===== config.mk =====
export PLATFORM = sky130hd
export DESIGN_NAME = jtag_uart_bridge
export DESIGN_NICKNAME = d
export VERILOG_FILES = /design/src/rtl/jtag_uart_bridge.sv
export SDC_FILE = /design/constraint.sdc
export NUM_CORES = 1
export LEC_CHECK = 0
export CORE_ASPECT_RATIO = 2
export CORE_UTILIZATION = 35
export DETAILED_ROUTE_END_ITERATION = 8
export PLACE_DENSITY = 0.66
export SLEW_MARGIN = 20
export SYNTH_ARGS = -nofsm -noshare
export SYNTH_HDL_FRONTEND = slang
export SYNTH_SLANG_ARGS = --single-unit

===== constraint.sdc =====
create_clock -name clk -period 6.2 [get_ports clk]
set_input_delay 0.93 -clock clk [delete_from_list [all_inputs] [get_ports clk]]
set_output_delay 0.93 -clock clk [all_outputs]
set_load 0.005 [all_outputs]

===== src/rtl/jtag_uart_bridge.sv =====
// Byte-wide bridge between a virtual-JTAG data register (TCK domain) and a
// CPU-side valid/ready byte stream, with an 8-entry host-to-CPU FIFO.
module jtag_uart_bridge #(
  parameter int DR_LENGTH = 32
) (
  input  logic                 clk,
  input  logic                 reset_n,
  input  logic [DR_LENGTH-1:0] jtag_tx_in,
  input  logic                 jtag_rx_ack,
  output logic [DR_LENGTH-1:0] uart_state,
  output logic [7:0]           cpu_rx_data,
  output logic                 cpu_rx_valid,
  input  logic                 cpu_rx_ready,
  input  logic [7:0]           cpu_tx_data,
  input  logic                 cpu_tx_valid,
  output logic                 cpu_tx_ready,
  output logic                 overflow
);

  typedef enum logic [0:0] {
    IDLE     = 1'b0,
    WAIT_ACK = 1'b1
  } tx_state_e;

  logic                 tx_tgl_meta_q, tx_tgl_sync_q;
  logic                 ack_meta_q, ack_sync_q;
  logic                 seen_tgl_q;
  logic [2:0]           wptr_q, rptr_q;
  logic [3:0]           count_q, count_d;
  logic                 overflow_q, overflow_d;
  logic [7:0]           mem_q [8];
  tx_state_e            state_q;
  logic                 host_tgl_q;
  logic [7:0]           host_byte_q;
  logic                 tx_ready_q;
  logic [DR_LENGTH-1:0] uart_state_q, uart_state_d;
  logic                 host_evt_s, clr_ovf_s, pop_s, push_s, drop_s;
  logic                 tx_in_unused;

  // Data and clear bits are quasi-static (held 3 clk before the toggle flips), so only the toggle is synchronised.
  assign tx_in_unused = ^jtag_tx_in[DR_LENGTH-3:8];

  // Host event decode, FIFO occupancy and overflow next-state, status word assembly.
  always_comb begin
    host_evt_s = (tx_tgl_sync_q != seen_tgl_q);
    clr_ovf_s  = jtag_tx_in[DR_LENGTH-2];
    pop_s      = (count_q != 4'd0) && cpu_rx_ready;
    push_s     = host_evt_s && !clr_ovf_s && ((count_q < 4'd8) || pop_s);
    drop_s     = host_evt_s && !clr_ovf_s && !push_s;

    case ({push_s, pop_s})
      2'b10:   count_d = count_q + 4'd1;
      2'b01:   count_d = count_q - 4'd1;
      default: count_d = count_q;
    endcase

    if (host_evt_s && clr_ovf_s) begin
      overflow_d = 1'b0;
    end else if (drop_s) begin
      overflow_d = 1'b1;
    end else begin
      overflow_d = overflow_q;
    end

    uart_state_d        = '0;
    uart_state_d[15:0]  = {(state_q == WAIT_ACK), seen_tgl_q, overflow_q,
                           count_q, host_tgl_q, host_byte_q};
  end

  // Synchronisers, host-event tracking, FIFO pointers/count, overflow and status register.
  always_ff @(posedge clk or negedge reset_n) begin
    if (!reset_n) begin
      tx_tgl_meta_q <= 1'b0;
      tx_tgl_sync_q <= 1'b0;
      ack_meta_q    <= 1'b0;
      ack_sync_q    <= 1'b0;
      seen_tgl_q    <= 1'b0;
      wptr_q        <= 3'd0;
      rptr_q        <= 3'd0;
      count_q       <= 4'd0;
      overflow_q    <= 1'b0;
      uart_state_q  <= '0;
    end else begin
      tx_tgl_meta_q <= jtag_tx_in[DR_LENGTH-1];
      tx_tgl_sync_q <= tx_tgl_meta_q;
      ack_meta_q    <= jtag_rx_ack;
      ack_sync_q    <= ack_meta_q;
      if (host_evt_s) seen_tgl_q <= tx_tgl_sync_q;
      if (push_s)     wptr_q     <= wptr_q + 3'd1;
      if (pop_s)      rptr_q     <= rptr_q + 3'd1;
      count_q       <= count_d;
      overflow_q    <= overflow_d;
      uart_state_q  <= uart_state_d;
    end
  end

  // FIFO storage is left unreset; it is only read while count is non-zero.
  always_ff @(posedge clk) begin
    if (push_s) mem_q[wptr_q] <= jtag_tx_in[7:0];
  end

  // CPU-to-host handshake: latch a byte, flip host_tgl, wait for the host's ack toggle to match.
  always_ff @(posedge clk or negedge reset_n) begin
    if (!reset_n) begin
      state_q     <= IDLE;
      host_tgl_q  <= 1'b0;
      host_byte_q <= 8'h00;
      tx_ready_q  <= 1'b1;
    end else begin
      case (state_q)
        IDLE: begin
          if (cpu_tx_valid) begin
            host_byte_q <= cpu_tx_data;
            host_tgl_q  <= ~host_tgl_q;
            state_q     <= WAIT_ACK;
            tx_ready_q  <= 1'b0;
          end
        end
        WAIT_ACK: begin
          if (ack_sync_q == host_tgl_q) begin
            state_q    <= IDLE;
            tx_ready_q <= 1'b1;
          end
        end
        default: begin
          state_q    <= IDLE;
          tx_ready_q <= 1'b1;
        end
      endcase
    end
  end

  assign cpu_rx_valid = (count_q != 4'd0);
  assign cpu_rx_data  = mem_q[rptr_q];
  assign cpu_tx_ready = tx_ready_q;
  assign overflow     = overflow_q;
  assign uart_state   = uart_state_q;

endmodule


==> results, run 1 <==
- The flow ran to the end, and the final reports show no timing, DRC or antenna violations.
- Detailed placement finished with a half-perimeter wire length of roughly 4.8 mm.
- The number of antenna violations at the first check in global routing came to 0.
- Summing over every cut layer, the via total after detailed routing is 2077.
- In the layout the commonest cells are sky130_fd_sc_hd__edfxtp_1, sky130_fd_sc_hd__clkdlybuf4s50_1, sky130_fd_sc_hd__dfrtp_1.
- The count of buffers added on input and output ports is 49.
- The worst-case IR drop observed on VDD is just under 200 uV.
- Clock tree synthesis found a total of 107 sinks.
- After synthesis, the share of flip-flops with an asynchronous set or reset is between 40% and 50%.
- The multiplexer area fraction after synthesis is between 10% and 20%.
- The root buffer cell chosen for the clock tree is sky130_fd_sc_hd__clkbuf_16.
- The timing endpoint of the critical path is cpu_rx_data[4].
- The maximum clock skew at final layout is 0.00468 ns.
- The critical path startpoint is rptr_q[0].
- Setup violations remaining at the end of the flow were counted as 0.
- The synthesis-stage register bit count is 107.
- The layout net count is 335.
- The number of buffers between clock root and the deepest sink is 2.
- The total power of the final layout is 0.00218 W.
- Post-CTS repair changed the size of 0 cells.
- The ratio of routed vias to standard cells is 4.79.
- Measured against its own limit, the worst slew margin works out to 36.2%.
- The die is 158 um tall.
- The worst path uses between 50% and 60% of the clock period.
- The first global-routing pass estimated 11.2 mm of wire.
- Setup slack on the worst reg-to-reg path comes out at 3.28 ns.
- The worst stage delay on the critical path is between 0.9 and 1 ns.
- The final count of hold timing violations is 0.
- Setup repair after global routing left no endpoint under its margin.
- The number of global-route vias before repair is 2202.
- The overall die area is 12600 um2.
- For this run the aggregate overflow at the end of global routing stands at 0.
- The worst register-to-register path begins at count_q[3].
- The average routed wire per standard cell is about 16 um.
- For this design the ratio of total power to cell area is roughly 430 nW/um2.
- The sequential cell area fraction in the yosys report is 70.6%.
- The transition time of the tightest slew-check pin is around 0.95 ns.
- The detailed-router iteration count before antenna repair is 4.
- The count of cell types in the netlist is 34.
- The repair_antennas step left the layout with diodes totalling 0.
- Among all stages on the critical path, the largest delay is contributed by sky130_fd_sc_hd__dfrtp_1.
- Counting cells, the worst reg-to-reg path comes to 8.
- The endpoint of the worst register-to-register path is count_q[3].
- The core area is about 12000 um2.
- The cell count after synthesis came out at 231.
- The total of hold buffers inserted after clock tree synthesis is 0.
- The type of the worst min-delay path is reg2reg.
- The count of maximum capacitance violations is 0.
- After synthesis, the mean cell area works out to about 18 um2.
- The cell area that synthesis handed to floorplanning was 4250 um2.
- The setup TNS is 0 ns.
- At the end of routability-driven placement, the weighted congestion stood at 0.712.
- Subtracting the final worst setup slack from the clock period gives 3.60 ns.
- After clock tree synthesis, the setup repair step added 0 buffers.
- With fillers left out, the area of the finished cells amounts to 5070 um2.
- The number of H-tree branching levels is 3.
- For the worst setup path, the data arrival time is 2.67 ns.
- The residual DRC count is 0.
- The boundary pin count is 88.
- The simple-gate area share of the yosys netlist is 3.92%.
- The floorplan die width is 79.9 um.
- The TritonCTS clock tree is done.
- The leading cell type in the layout, fill and taps excluded is sky130_fd_sc_hd__edfxtp_1.
- The largest fanout on the critical path is 18.
- At the worst endpoint, the required time is 5.27 ns.
- Clock latency on the worst-skew pair, taken at its later pin, is about 0.34 ns.
- The effective utilization at floorplan is 36.1%.
- The area growth from synthesis to layout is 19.4%.
- Global routing used roughly an eighth of the available tracks.
- The sort of element at the start of the critical path is a flip-flop.
- The number of filler cells placed in the layout is 1092.
- Row generation in the floorplan step produced 56 rows.
- Entering global routing, the biggest net connects between 40 and 50 pins.
- The xor/xnor cell area share of the yosys netlist is under 10%.
- The routed design has 7.04 mm of wire.
- The max-slew violation total from the final report was 0.
- Yosys mapped a number of flops with a built-in enable equal to 64.
- The signal on the critical path passes through mux4_1 > mux2_2 > clkdlybuf4s50_1.
- The placed instances occupy a cell area of 4810 um2.
- In this run, CTS created clock tree buffers numbering 9.
- Derived from the worst setup path, the maximum achievable clock frequency is around 280 MHz.
- STA classifies the critical path endpoint as an output port.
- Summing the areas of all compound-gate instances in the mapped netlist gives under 10% of the synthesized area.
- The fraction of layout instances using a drive strength above 1 is 12.8%.
- The total number of yosys warnings is 0.
- The primary flip-flop cell chosen by synthesis mapping is sky130_fd_sc_hd__edfxtp_1.
- The main combinational cell family by area after synthesis is multiplexers.
- Clock-pin slew was measured on the worst setup and hold paths at ~0.07 ns.
- The number of antenna-violating nets in the routed design is 0.
- The critical setup path kind is reg2out.
- The detailed router finished its first iteration with between 50 and 60 violations.
- The static power due to leakage is 1.88 nW.
- The synthesized netlist devotes 1.94% of its cell area to adder and majority cells.
-- metrics by stage --
step	std cells	utilization (%)	setup slack [ns]	hold WS, ns
CTS	434	43.1	2.54	0.352
detailed placement	418	40.9	2.51	0.335
floorplan	246	-	3.30	0.331
global placement	418	40.9	2.53	0.335
global route	434	43.1	2.45	0.368
finish	434	43.1	2.60	0.350
-- metal layers --
layer	GRT usage [%]	wire, um
met2	23.2	4050
met4	6.12	146
met3	2.88	245
met5	0	0
met1	12.7	2600
-- worst max-delay path: cells and delay by family (launching register included) --
kind,cells,cell delay (ns)
muxes,2,0.95
buffers and inverters,1,0.44
DFF,1,0.94
-- synthesized netlist by cell type (all sizes together), types with 4 or more instances --
cell | n | area, um2
a21oi | 6 | 30.0
dfrtp | 42 | 1050
buf | 21 | 165
xnor2 | 6 | 52.6
mux4 | 16 | 420
ha | 5 | 62.6
mux2 | 19 | 214
edfxtp | 64 | 1920
nor2 | 8 | 30.0
inv | 7 | 26.3
xor2 | 4 | 35.0
-- report_power, final --
group          total, W  switching [W]  internal [W]  leakage [nW]
Sequential      0.00106       0.000143      0.000913          1.08
Clock          0.000503       0.000235      0.000268         0.125
Combinational  0.000617       0.000208      0.000409         0.670
Total           0.00218       0.000586       0.00159          1.88
-- final cells by class --
class,count,area [um2],area share [%]
repair buffers,51,500,9.87
flip-flops and latches,107,3000,59.1
clock inverters,6,32.5,0.641
well taps,145,181,3.58
inverters,7,26.3,0.518
multi-input cells,108,1100,21.8
clock buffers,10,229,4.51
-- state kept, by name, indices dropped and copies added (netlist names), 3 cells and up --
register     count
host_byte_q      8
mem_q           64
count_q          4
wptr_q           3
rptr_q           3
uart_state      16
-- worst min path at each step --
stage / depth (start not counted) / from / end
floorplan: 0 / ack_meta_q / ack_sync_q
global placement: 0 / tx_tgl_meta_q / tx_tgl_sync_q
detailed placement: 0 / ack_meta_q / ack_sync_q
CTS: 0 / tx_tgl_meta_q / tx_tgl_sync_q
global route: 0 / tx_tgl_meta_q / tx_tgl_sync_q
finish: 0 / tx_tgl_meta_q / tx_tgl_sync_q
-- cell families after synthesis --
logic type               Yosys count
flip-flops                       107
AO/OA/AOI/OAI                     10
adder cells (fa/ha/maj)            6
buffers and inverters             31
other                              1
multiplexers                      36
XOR/XNOR                          10
AND/OR/NAND/NOR                   30
(Power assumes the default switching activity.)
==> inputs of run 2 (changes only) <==
--- a/config.mk
+++ b/config.mk
@@ -8,7 +8,7 @@
 export CORE_ASPECT_RATIO = 2
 export CORE_UTILIZATION = 35
 export DETAILED_ROUTE_END_ITERATION = 8
-export PLACE_DENSITY = 0.66
+export PLACE_DENSITY = 0.68
 export SLEW_MARGIN = 20
 export SYNTH_ARGS = -nofsm -noshare
 export SYNTH_HDL_FRONTEND = slang
==> constraint.sdc (replaced) <==
create_clock -name clk -period 3.09 [get_ports clk]
set_input_delay 0.4635 -clock clk [delete_from_list [all_inputs] [get_ports clk]]
set_output_delay 0.4635 -clock clk [all_outputs]
set_load 0.005 [all_outputs]
==> run 2 against run 1 <==
Worst hold slack worse by 0.10 ns. Clock power up 130%. Sequential power up 94%. Via count up 1.7%. Worst setup slack worse by 2.4 ns.
==> results, run 2 (synthesis results as in run 1) <==
- The number of filler cells placed in the layout was 1047 (was 1092).
- The boundary pin count is 88 (unchanged).
- The data required time at the worst endpoint was 2.63 ns (was 5.27 ns).
- The max-slew violation total from the final report came to 0 (unchanged).
- The count of cells along the worst register-to-register path came to 8 (unchanged).
- The effective utilization at floorplan is 36.1% (unchanged).
- The count of cells resized by post-cts repair is 0 (unchanged).
- The number of clock sinks is 107 (unchanged).
- The total setup buffers inserted after CTS is 0 (unchanged).
- Unrepaired setup endpoints after global routing: no (unchanged).
- The least setup slack across all paths after layout is 0.234 ns (was 2.60 ns).
- Ordered list of cells on the worst path: buf_4 > mux4_1 > mux2_2 > clkdlybuf4s50_1 (was mux4_1 > mux2_2 > clkdlybuf4s50_1).
- The overall die area was 12600 um2 (unchanged).
- The buffer and inverter count on the worst path is 2 (was 1).
- The ratio of routed vias to standard cells is 4.71 (was 4.79).
- The remaining max-slew budget at the tightest pin came to 38.3% (was 36.2%).
- The standard cell with the maximum stage delay on the critical path was sky130_fd_sc_hd__mux4_1 (was sky130_fd_sc_hd__dfrtp_1).
- The post-DP HPWL was 4.95 mm (was 4.80 mm).
- The endpoint of the worst register-to-register path is count_q[3] (unchanged).
- The floorplan die width came to 79.9 um (unchanged).
- The transition time of the tightest slew-check pin is 0.926 ns (was 0.953 ns).
- The largest fanout on the critical path was 16 (was 18).
- The number of H-tree branching levels was 3 (unchanged).
- The worst reg-to-reg setup slack is 0.38 ns (was 3.28 ns).
- Top library cells by usage in the layout, fill and taps aside: sky130_fd_sc_hd__edfxtp_1, sky130_fd_sc_hd__clkdlybuf4s50_1, sky130_fd_sc_hd__dfrtp_1 (unchanged).
- The sort of element at the start of the critical path is a flip-flop (unchanged).
- The worst-case vdd ir drop is 489 uV (was 194 uV).
- The wire length of the first global-routing pass came to 11.3 mm (was 11.2 mm).
- The synthesis-to-finish area growth is 23.1% (was 19.4%).
- The count of inserted antenna diode cells is 0 (unchanged).
- The static power due to leakage is 1.98 nW (was 1.88 nW).
- The layout net count is 349 (was 335).
- The core area came to 11800 um2 (unchanged).
- The critical setup path kind is reg2out (unchanged).
- The count of maximum capacitance violations is 0 (unchanged).
- The family with the most delay on the worst path is multiplexers (unchanged).
- The number of antenna violations at the first check in global routing is 0 (unchanged).
- The worst slack at placement came to 0.219 ns (was 2.51 ns).
- The number of standard-cell rows in the floorplan is 56 (unchanged).
- The beginning of the worst register-to-register path is count_q[0] (was count_q[3]).
- The total clock buffers created by CTS is 9 (unchanged).
- The kind of end point of the critical path is an output port (unchanged).
- The overall fraction of global-route tracks in use is 12.5% (about the same).
- The data arrival at the endpoint of the critical path is 2.39 ns (was 2.67 ns).
- The clock insertion delay at the later pin of the skew report is 0.34 ns (about the same).
- The count of vias placed by the detailed router is 2112 (was 2077).
- The maximum clock skew at final layout is 0.00596 ns (was 0.00468 ns).
- The number of buffers between clock root and the deepest sink is 2 (unchanged).
- The leftover overflow at the end of global routing is 0 (unchanged).
- The fraction of layout instances using a drive strength above 1 came to 18.2% (was 12.8%).
- The number of antenna-violating nets in the routed design was 0 (unchanged).
- The residual DRC count is 0 (unchanged).
- The wire length reported by the detailed router is 7.03 mm (was 7.04 mm).
- In the finished design, the share of the clock period the worst path needs comes to between 90 and 100%.
- The TritonCTS clock tree is done (unchanged).
- The detailed-router iteration count before antenna repair is 4 (unchanged).
- The final count of hold timing violations came to 0 (unchanged).
- The number of buffer cells added on primary ports is 49 (unchanged).
- The average routed wire per standard cell was 15.7 um (was 16.2 um).
- The critical path startpoint was rptr_q[0] (unchanged).
- The type of the worst min-delay path is in2async (was reg2reg).
- The largest net degree at the start of global routing came to 44 (unchanged).
- The setup TNS is 0 ns (unchanged).
- The number of DRC markers in iteration 0 was 111 (was 57).
- The number of global-route vias before repair is 2206 (was 2202).
- The power per unit of standard cell area is 880 nW/um2 (was 429 nW/um2).
- Based on the critical path, the design can be clocked at up to 350 MHz.
- The total of hold buffers inserted after clock tree synthesis was 0 (unchanged).
- The register with the highest flop count is mem_q (unchanged).
- The post-route minimum period is 2.86 ns.
- The clock-pin slew of the registers on the worst-case setup and hold paths is 0.07 ns (about the same).
- The number of flip-flops under the largest register name is 64 (unchanged).
- The placer's final routability congestion estimate was 0.744 (was 0.712).
- Outcome: finished, final reports clean (unchanged).
- The leading cell type in the layout, fill and taps excluded is sky130_fd_sc_hd__edfxtp_1 (unchanged).
- The die extent in y is 158 um (unchanged).
- The count of endpoints failing setup in the final report came to 0 (unchanged).
- The cell at the root of the clock tree is sky130_fd_sc_hd__clkbuf_16 (unchanged).
- The worst stage delay on the critical path is 0.60 ns (was 0.94 ns).
run 2: worst reg2reg max path: cells and delay by family (launching register included):
kind / cells / cell delay (ns)
AND/OR/NAND/NOR: 3 / 1.29
AO/OA/AOI/OAI: 2 / 0.29
flip-flops: 1 / 0.44
buffers and inverters: 1 / 0.06
adder cells (fa/ha/maj): 2 / 0.50
run 2: power by group:
group / internal, W / total (W) / switching (W) / leakage [nW]
clock network: 0.000684 / 0.00118 / 0.000493 / 0.158
logic: 0.000871 / 0.00137 / 0.000494 / 0.742
registers: 0.00183 / 0.00206 / 0.000227 / 1.08
total: 0.00339 / 0.00460 / 0.00121 / 1.98
run 2: metrics by stage:
step           std cells  hold WS [ns]  total power [W]  utilization, %  cell area (um2)
2_1_floorplan        246         0.168          0.00284               -             4310
3_3_place_gp         432         0.338          0.00343            41.8             4920
3_5_place_dp         432         0.339          0.00349            41.8             4920
4_1_cts              448         0.282          0.00467            44.4             5230
5_1_grt              448         0.338          0.00485            44.4             5230
6_report             448         0.249          0.00460            44.4             5230
run 2: worst max-delay path by stage:
| stage | end | slack [ns] | cells past startpoint |
|---|---|---|---|
| 2_1_floorplan | count_q[3] | 0.37 | 8 |
| 3_3_place_gp | count_q[3] | 0.27 | 9 |
| 3_5_place_dp | count_q[3] | 0.22 | 9 |
| 4_1_cts | cpu_rx_data[3] | 0.20 | 4 |
| 5_1_grt | cpu_rx_data[1] | 0.15 | 4 |
| 6_report | cpu_rx_data[3] | 0.23 | 4 |
run 2: layer usage:
metal / wire, um / GRT usage (%)
met5: 0 / 0
met3: 242 / 3.23
met4: 133 / 5.61
met2: 4090 / 23.1
met1: 2560 / 12.9
run 2: cell type report:
class,count,area (um2),share of cell area (%)
Timing Repair Buffer,65,606,11.6
Tap cell,145,181,3.47
Clock inverter,5,57.6,1.10
Sequential cell,107,3000,57.4
Inverter,7,26.3,0.503
Clock buffer,11,255,4.88
Multi-Input combinational cell,108,1100,21.1
==> inputs of run 3 (changes only) <==
--- a/config.mk
+++ b/config.mk
@@ -6,9 +6,9 @@
 export NUM_CORES = 1
 export LEC_CHECK = 0
 export CORE_ASPECT_RATIO = 2
-export CORE_UTILIZATION = 35
+export CORE_UTILIZATION = 46
 export DETAILED_ROUTE_END_ITERATION = 8
-export PLACE_DENSITY = 0.68
+export PLACE_DENSITY = 0.84
 export SLEW_MARGIN = 20
 export SYNTH_ARGS = -nofsm -noshare
 export SYNTH_HDL_FRONTEND = slang
==> run 3 against run 2 <==
Register-to-register slack barely moved. Sequential power barely moved. Sequential cell count did not move. Non-clock buffer count did not move. Global-route usage rose by 4.1 points. Worst setup slack improved by 0.021 ns. Routed wire length rose by 3.3%. Fmax rose by 0.74%. Via count rose by 2.8%. Die area fell by 23%. First-iteration DRC count fell by 19%. Critical endpoint unchanged. Highest routed layer unchanged.
==> results, run 3 (synthesis results as in run 1) <==
- Outcome: finished, final reports clean (unchanged).
- The floorplan die width came to 70.0 um (was 79.9 um).
- The overall fraction of global-route tracks in use is 16.6% (was 12.5%).
- The type of the worst min-delay path is in2async (unchanged).
- The total setup buffers inserted after CTS is 0 (unchanged).
- The register with the highest flop count is mem_q (unchanged).
- The number of global-route vias before repair came to 2331 (was 2206).
- The number of flip-flops under the largest register name is 64 (unchanged).
- The count of cells resized by post-cts repair is 0 (unchanged).
- The number of clock sinks is 107 (unchanged).
- The ratio of routed vias to standard cells came to 5.36 (was 4.71).
- The wire length reported by the detailed router is 7.26 mm (was 7.03 mm).
- The standard cell with the maximum stage delay on the critical path is sky130_fd_sc_hd__mux4_1 (unchanged).
- The post-route minimum period was 2.84 ns (was 2.86 ns).
- The critical setup path kind is reg2out (unchanged).
- The setup TNS was 0 ns (unchanged).
- The count of inserted antenna diode cells was 0 (unchanged).
- The power per unit of standard cell area is 895 nW/um2 (was 880 nW/um2).
- The leading cell type in the layout, fill and taps excluded is sky130_fd_sc_hd__edfxtp_1 (unchanged).
- The wire length of the first global-routing pass is 11.6 mm (was 11.3 mm).
- The layout net count is 349 (unchanged).
- The transition time of the tightest slew-check pin came to 0.940 ns (was 0.926 ns).
- The kind of end point of the critical path is an output port (unchanged).
- The maximum clock skew at final layout is 0.00848 ns (was 0.00596 ns).
- The count of vias placed by the detailed router was 2171 (was 2112).
- The boundary pin count is 88 (unchanged).
- The largest net degree at the start of global routing is 44 (unchanged).
- The number of H-tree branching levels was 3 (unchanged).
- Unrepaired setup endpoints after global routing: no (unchanged).
- The die extent in y was 138 um (was 158 um).
- The core area is 8950 um2 (was 11800 um2).
- The max-slew violation total from the final report is 0 (unchanged).
- The residual DRC count is 0 (unchanged).
- Top library cells by usage in the layout, fill and taps aside: sky130_fd_sc_hd__edfxtp_1, sky130_fd_sc_hd__clkdlybuf4s50_1, sky130_fd_sc_hd__dfrtp_1 (unchanged).
- The buffer and inverter count on the worst path was 2 (unchanged).
- The post-DP HPWL is 5.02 mm (was 4.95 mm).
- The number of standard-cell rows in the floorplan is 49 (was 56).
- The final period utilization was 91.8% (was 92.4%).
- The number of buffer cells added on primary ports is 49 (unchanged).
- The worst-case vdd ir drop was 549 uV (was 489 uV).
- The worst stage delay on the critical path is 0.59 ns (was 0.60 ns).
- The sort of element at the start of the critical path is a flip-flop (unchanged).
- The fraction of layout instances using a drive strength above 1 is 17.5% (was 18.2%).
- The clock-pin slew of the registers on the worst-case setup and hold paths is 0.07 ns (about the same).
- The largest fanout on the critical path is 16 (unchanged).
- The number of antenna-violating nets in the routed design is 0 (unchanged).
- The family with the most delay on the worst path is multiplexers (unchanged).
- The number of DRC markers in iteration 0 was 90 (was 111).
- The overall die area was 9650 um2 (was 12600 um2).
- The number of antenna violations at the first check in global routing is 0 (unchanged).
- The effective utilization at floorplan was 47.5% (was 36.1%).
- The cell at the root of the clock tree was sky130_fd_sc_hd__clkbuf_16 (unchanged).
- Ordered list of cells on the worst path: buf_4 > mux4_1 > mux2_2 > clkdlybuf4s50_1 (unchanged).
- The data required time at the worst endpoint is 2.63 ns (about the same).
- The remaining max-slew budget at the tightest pin is 37.3% (was 38.3%).
- The final count of hold timing violations is 0 (unchanged).
- The detailed-router iteration count before antenna repair is 4 (unchanged).
- The TritonCTS clock tree is done (unchanged).
- The leftover overflow at the end of global routing is 0 (unchanged).
- The placer's final routability congestion estimate came to 0.755 (was 0.744).
- The static power due to leakage is 1.99 nW (was 1.98 nW).
- The critical path startpoint is rptr_q[0] (unchanged).
- The data arrival at the endpoint of the critical path came to 2.37 ns (was 2.39 ns).
- The total of hold buffers inserted after clock tree synthesis is 0 (unchanged).
- The average routed wire per standard cell is 17.9 um (was 15.7 um).
- The count of endpoints failing setup in the final report is 0 (unchanged).
- The synthesis-to-finish area growth is 22.1% (was 23.1%).
- The number of buffers between clock root and the deepest sink came to 2 (unchanged).
- The total clock buffers created by CTS was 9 (unchanged).
- The beginning of the worst register-to-register path is count_q[0] (unchanged).
- The count of maximum capacitance violations came to 0 (unchanged).
- The maximum clock frequency is 353 MHz (was 350 MHz).
- The final standard cell utilization of the core was 57.9% (was 44.4%).
- The clock insertion delay at the later pin of the skew report is 0.34 ns (about the same).
==> run 3: routing by layer <==
| metal | up-vias | track usage [%] | share of wire [%] |
|---|---|---|---|
| met1 | 1098 | 17.2 | 37 |
| li1 | 984 | - | - |
| met3 | 21 | 3.27 | 3.7 |
| met5 | - | 0 | 0 |
| met2 | 68 | 30.2 | 56 |
| met4 | 0 | 10.4 | 3.6 |
==> run 3: per-stage QoR <==
stage	cell area (um2)	hold WS (ns)	setup WS (ns)	total power [W]	std cells
floorplan	4310	0.168	0.371	0.00284	246
CTS	5190	0.287	0.220	0.00469	405
detailed placement	4860	0.345	0.187	0.00349	389
global placement	4860	0.335	0.274	0.00341	389
global route	5190	0.348	0.166	0.00489	405
finish	5190	0.262	0.255	0.00464	405
==> run 3: worst paths after layout <==
path                                  end  slack, ns  cells past startpoint
min in group clk               ack_sync_q       0.35                      0
min                            count_q[1]       0.26                      1
max reg2reg                    count_q[3]       0.37                      8
max in group asynchronous         state_q       2.23                      1
min reg2reg                    ack_sync_q       0.35                      0
max                        cpu_rx_data[3]       0.25                      4
==> run 3: cell type report <==
| type | instances | area (um2) |
|---|---|---|
| flip-flops and latches | 107 | 3000 |
| repair buffers | 65 | 606 |
| clock buffers | 13 | 283 |
| well taps | 102 | 128 |
| inverters | 7 | 26.3 |
| clock inverters | 3 | 41.3 |
| multi-input cells | 108 | 1100 |
| fillers | 680 | 3760 |
==> run 3: where the power goes <==
group	total [W]	internal [W]	leakage, nW	switching, W
Sequential	0.00206	0.00183	1.08	0.000227
Clock	0.00120	0.000726	0.160	0.000477
Combinational	0.00138	0.000872	0.742	0.000505
